==> config.mk <==
export PLATFORM = sky130hd
export DESIGN_NAME = alu_seq_ctrl
export DESIGN_NICKNAME = d
export VERILOG_FILES = /design/src/rtl/alu_seq_ctrl.sv
export SDC_FILE = /design/constraint.sdc
export NUM_CORES = 1
export LEC_CHECK = 0
export ABC_AREA = 1
export CORE_ASPECT_RATIO = 1.25
export CORE_UTILIZATION = 55
export DETAILED_ROUTE_END_ITERATION = 6
export GPL_TIMING_DRIVEN = 0
export PLACE_DENSITY = 0.81
export SYNTH_ARGS = -nofsm -noshare
export SYNTH_HDL_FRONTEND = slang
export SYNTH_SLANG_ARGS = --single-unit
==> constraint.sdc <==
create_clock -name CLK -period 3.7 [get_ports CLK]
set_input_delay 1.11 -clock CLK [delete_from_list [all_inputs] [get_ports CLK]]
set_output_delay 1.11 -clock CLK [all_outputs]
set_load 0.1 [all_outputs]
==> src/rtl/alu_seq_ctrl.sv <==
// Multi-cycle sequencer for shift, rotate and multiply ops of the 8-bit CPU.
// Takes one op per START handshake, performs one bit-step per clock, then pulses DONE.
module alu_seq_ctrl (
  input  logic       CLK,
  input  logic       RESET,
  input  logic       START,
  input  logic [2:0] OPCODE,
  input  logic [7:0] DATA1,
  input  logic [7:0] DATA2,
  output logic [7:0] RESULT,
  output logic       BUSY,
  output logic       DONE,
  output logic       ZERO,
  output logic       ERR
);

  localparam int unsigned W  = 8;
  localparam int unsigned CW = 4;

  localparam logic [2:0] OP_SLL = 3'b000;
  localparam logic [2:0] OP_SRL = 3'b001;
  localparam logic [2:0] OP_SRA = 3'b010;
  localparam logic [2:0] OP_ROR = 3'b011;
  localparam logic [2:0] OP_MUL = 3'b100;

  typedef enum logic [1:0] {
    S_IDLE = 2'd0,
    S_RUN  = 2'd1,
    S_FIN  = 2'd2
  } state_e;

  state_e          state_q, state_d;
  logic [2:0]      op_q, op_d;
  logic [CW-1:0]   cnt_q, cnt_d;
  logic [W-1:0]    acc_q, acc_d;
  logic [W-1:0]    mcand_q, mcand_d;
  logic [W-1:0]    mplr_q, mplr_d;
  logic            ill_q, ill_d;
  logic [W-1:0]    result_q, result_d;
  logic            zero_q, zero_d;
  logic            err_q, err_d;
  logic            busy_q, busy_d;
  logic            done_q, done_d;

  // Next-state, datapath step and output update.
  always_comb begin
    state_d  = state_q;
    op_d     = op_q;
    cnt_d    = cnt_q;
    acc_d    = acc_q;
    mcand_d  = mcand_q;
    mplr_d   = mplr_q;
    ill_d    = ill_q;
    result_d = result_q;
    zero_d   = zero_q;
    err_d    = err_q;
    done_d   = 1'b0;

    case (state_q)
      S_IDLE: begin
        if (START) begin
          op_d    = OPCODE;
          acc_d   = DATA1;
          mcand_d = DATA1;
          mplr_d  = DATA2;
          ill_d   = 1'b0;
          case (OPCODE)
            OP_SLL, OP_SRL, OP_SRA: cnt_d = (DATA2 >= 8'd8) ? CW'(8) : CW'(DATA2);
            OP_ROR:                 cnt_d = {1'b0, DATA2[2:0]};
            OP_MUL: begin
              cnt_d = CW'(8);
              acc_d = '0;
            end
            default: begin
              cnt_d = '0;
              ill_d = 1'b1;
            end
          endcase
          state_d = (cnt_d == '0) ? S_FIN : S_RUN;
        end
      end

      S_RUN: begin
        case (op_q)
          OP_SLL: acc_d = {acc_q[W-2:0], 1'b0};
          OP_SRL: acc_d = {1'b0, acc_q[W-1:1]};
          OP_SRA: acc_d = {acc_q[W-1], acc_q[W-1:1]};
          OP_ROR: acc_d = {acc_q[0], acc_q[W-1:1]};
          OP_MUL: begin
            if (mplr_q[0]) acc_d = acc_q + mcand_q;
            mcand_d = {mcand_q[W-2:0], 1'b0};
            mplr_d  = {1'b0, mplr_q[W-1:1]};
          end
          default: acc_d = acc_q;
        endcase
        cnt_d = cnt_q - CW'(1);
        if (cnt_q == CW'(1)) state_d = S_FIN;
      end

      S_FIN: begin
        result_d = acc_q;
        zero_d   = (acc_q == '0);
        err_d    = ill_q;
        done_d   = 1'b1;
        state_d  = S_IDLE;
      end

      default: state_d = S_IDLE;
    endcase

    busy_d = (state_d != S_IDLE);
  end

  always_ff @(posedge CLK) begin
    if (!RESET) begin
      state_q  <= S_IDLE;
      op_q     <= '0;
      cnt_q    <= '0;
      acc_q    <= '0;
      mcand_q  <= '0;
      mplr_q   <= '0;
      ill_q    <= 1'b0;
      result_q <= '0;
      zero_q   <= 1'b1;
      err_q    <= 1'b0;
      busy_q   <= 1'b0;
      done_q   <= 1'b0;
    end else begin
      state_q  <= state_d;
      op_q     <= op_d;
      cnt_q    <= cnt_d;
      acc_q    <= acc_d;
      mcand_q  <= mcand_d;
      mplr_q   <= mplr_d;
      ill_q    <= ill_d;
      result_q <= result_d;
      zero_q   <= zero_d;
      err_q    <= err_d;
      busy_q   <= busy_d;
      done_q   <= done_d;
    end
  end

  assign RESULT = result_q;
  assign ZERO   = zero_q;
  assign ERR    = err_q;
  assign BUSY   = busy_q;
  assign DONE   = done_q;

endmodule

==> results_dict.tcl <==
set metrics [dict create \
    status "complete, no violations" \
    hold_depth 2 \
    min_period_ns 2.91 \
    coreArea_mm2 0.00439 \
    grt_max_degree 14 \
    power_density_mw_per_mm2 444 \
    vdd_drop_max_mv 0.313 \
    grt_pass1_vias 2521 \
    yosys.cell_count.top_type "nand2_1" \
    drc 0 \
    ctsResizeCount 0 \
    finalHoldViolCount 0 \
    synth_top_cell_by_area "dfxtp_1" \
    path_buf_inv 1 \
    drt_iter0_drc 166 \
    crit_type "register to output port" \
    grt_overflow 0 \
    critPathCaptureType "output port" \
    p_leak_nw 1.29 \
    fin_util 0.683 \
    ys_seq_area_frac 0.366 \
    path_delay_family "buffers and inverters" \
    whs_ns 0.476 \
    maxCapViolations 0 \
    wire_per_inst_um 14.1 \
    fin_setup_tns_ns 0 \
    register_area_um2 921 \
    cts_tree "built" \
    final_nets 434 \
    die_w_um 62.5 \
    hpwl_mm 5.02 \
    place_ws_ns 1.00 \
    rr_worst_depth 7 \
    grt_usage 0.300 \
    io_buffers 32 \
    syn_avg_cell_area_um2 6.93 \
    cts_htree_levels 2 \
    synth_common_cells "nand2_1, dfxtp_1, inv_1" \
    clkSinkCount 46 \
    pin_count 34 \
    synth_area_leaders "dfxtp_1, nand2_1, a21oi_1" \
    multi_input_area_mm2 0.00138 \
    start_util 0.573 \
    antenna_found_initial 0 \
    async_flop_share 0 \
    setup_slack_ns 0.794 \
    syn_inst 363 \
    root_buffer "clkbuf_8" \
    synth_area_mm2 0.00252 \
    die-area_mm2 0.00485 \
    critPathMaxFanout 2 \
    holdCritPathClass "register to register" \
    synth.distinct_cells 34 \
    vias 2584 \
    grt_setup_unrepaired "false" \
    drv_slew 0 \
    fin_skew_ns 0.00287 \
    vias_per_cell 5.61 \
    die_y_um 77.6 \
    post_cts_buffers 0 \
    drt_first_pass_iters 5 \
    cpPeakStageDelay_ns 1.14 \
    fin_crit_sh 0.786 \
    ys.warnings.count 0 \
    placementRows 27 \
    synth-seq-cells 46 \
    antenna-diode-count 0 \
    filler_cell_count 416 \
    slew_headroom 0.353 \
    mappedNetlistNets 395 \
    drive_gt1_frac 0.0893 \
    synth-edff-count 0 \
    grt_pass1_wl_mm 11.5 \
    cts.path.max_buffers 2 \
    start_kind "register" \
    cp.depth 1 \
    synth_top_area_share 0.366 \
    worst-slew-pin-transition_ns 0.968 \
    cts_buffers 5 \
    regToRegSetupSlack_ns 1.94 \
    clkTransAtPathRegs_ns 0.08 \
    max_freq_mhz 344 \
    synthToLayoutAreaGrowth_pct 19.2 \
    ys.flop_type "dfxtp_1" \
    slowest_stage "clkdlybuf4s50_1" \
    final_antenna_net_count 0 \
    setup_viol 0 \
    worstPathRequired_ns 2.59 \
    wl_mm 6.51 \
    clock_latency_ns 0.30 \
    finalWeightedCongestion 0.930 \
    crit_arrival_ns 1.80 \
    path_cells "clkdlybuf4s50_1" \
    hold_buffers 0 \
]
-- state kept, by name, summed over array words and instances (netlist names) --
signal,count
state_q,2
ill_q,1
ERR,1
BUSY,1
mplr_q,8
mcand_q,8
cnt_q,4
acc_q,8
op_q,3
RESULT,8
DONE,1
ZERO,1
-- area by class of cell --
cell class,instances,share of cell area
multi-input cells,267,0.459
flip-flops and latches,46,0.307
repair buffers,32,0.107
inverters,36,0.0450
clock buffers,7,0.0288
plain buffers,14,0.0279
well taps,58,0.0242
clock inverters,1,0.00167
-- where the power goes --
| part | total [mW] | switching (mW) | internal (mW) |
|---|---|---|---|
| Clock | 0.318 | 0.167 | 0.151 |
| Combinational | 0.422 | 0.273 | 0.149 |
| Sequential | 0.593 | 0.0462 | 0.547 |
| Total | 1.33 | 0.486 | 0.847 |
-- routing by layer --
metal / share of wire / up-vias / track usage
li1: - / 1293 / -
met1: 0.42 / 1218 / 0.356
met2: 0.51 / 57 / 0.523
met3: 0.036 / 16 / 0.0471
met4: 0.031 / 0 / 0.142
met5: 0 / - / 0
-- path summary, 6_finish.rpt --
| path | start | to |
|---|---|---|
| worst max register to register | acc_q[0] | acc_q[2] |
| worst max-delay path | ZERO | ZERO |
| worst min register to register | cnt_q[3] | cnt_q[3] |
| worst min-delay path | cnt_q[3] | cnt_q[3] |
-- cell families (layout without fill, tap and decap cells) --
logic type | Yosys count | after routing | synth area share
AO/OA/AOI/OAI | 95 | 95 | 0.214
XOR/XNOR | 2 | 2 | 0.00696
buffers and inverters | 50 | 90 | 0.0870
flip-flops | 46 | 46 | 0.366
AND/OR/NAND/NOR | 160 | 160 | 0.273
adder cells (fa/ha/maj) | 10 | 10 | 0.0527
-- cell usage in the layout, fill, tap and decap left out, types with 2 or more instances in the layout --
cell type	count
or2_2	4
a211oi_1	2
clkdlybuf4s50_1	32
o21ai_1	6
clkbuf_1	3
dfxtp_1	46
o221ai_1	2
nand3_1	23
o21a_1	2
inv_2	4
a31oi_1	19
nand2_2	6
clkbuf_8	6
nand4_1	2
o211ai_1	4
a21oi_1	30
buf_6	3
buf_2	7
nor3_1	3
ha_1	9
buf_1	2
nor2_4	2
o21ai_0	27
nand2_1	91
nor2_1	26
inv_1	31
-- per-stage QoR --
| stage | power [mW] | instance area [um2] | std cells |
|---|---|---|---|
| 2_1_floorplan | 0.903 | 2520 | 363 |
| 3_3_place_gp | 1.01 | 2910 | 453 |
| 3_5_place_dp | 1.02 | 2910 | 453 |
| 4_1_cts | 1.33 | 3000 | 461 |
| 5_1_grt | 1.41 | 3000 | 461 |
| 6_report | 1.33 | 3000 | 461 |
No activity file was read; power rests on OpenSTA's default activity.
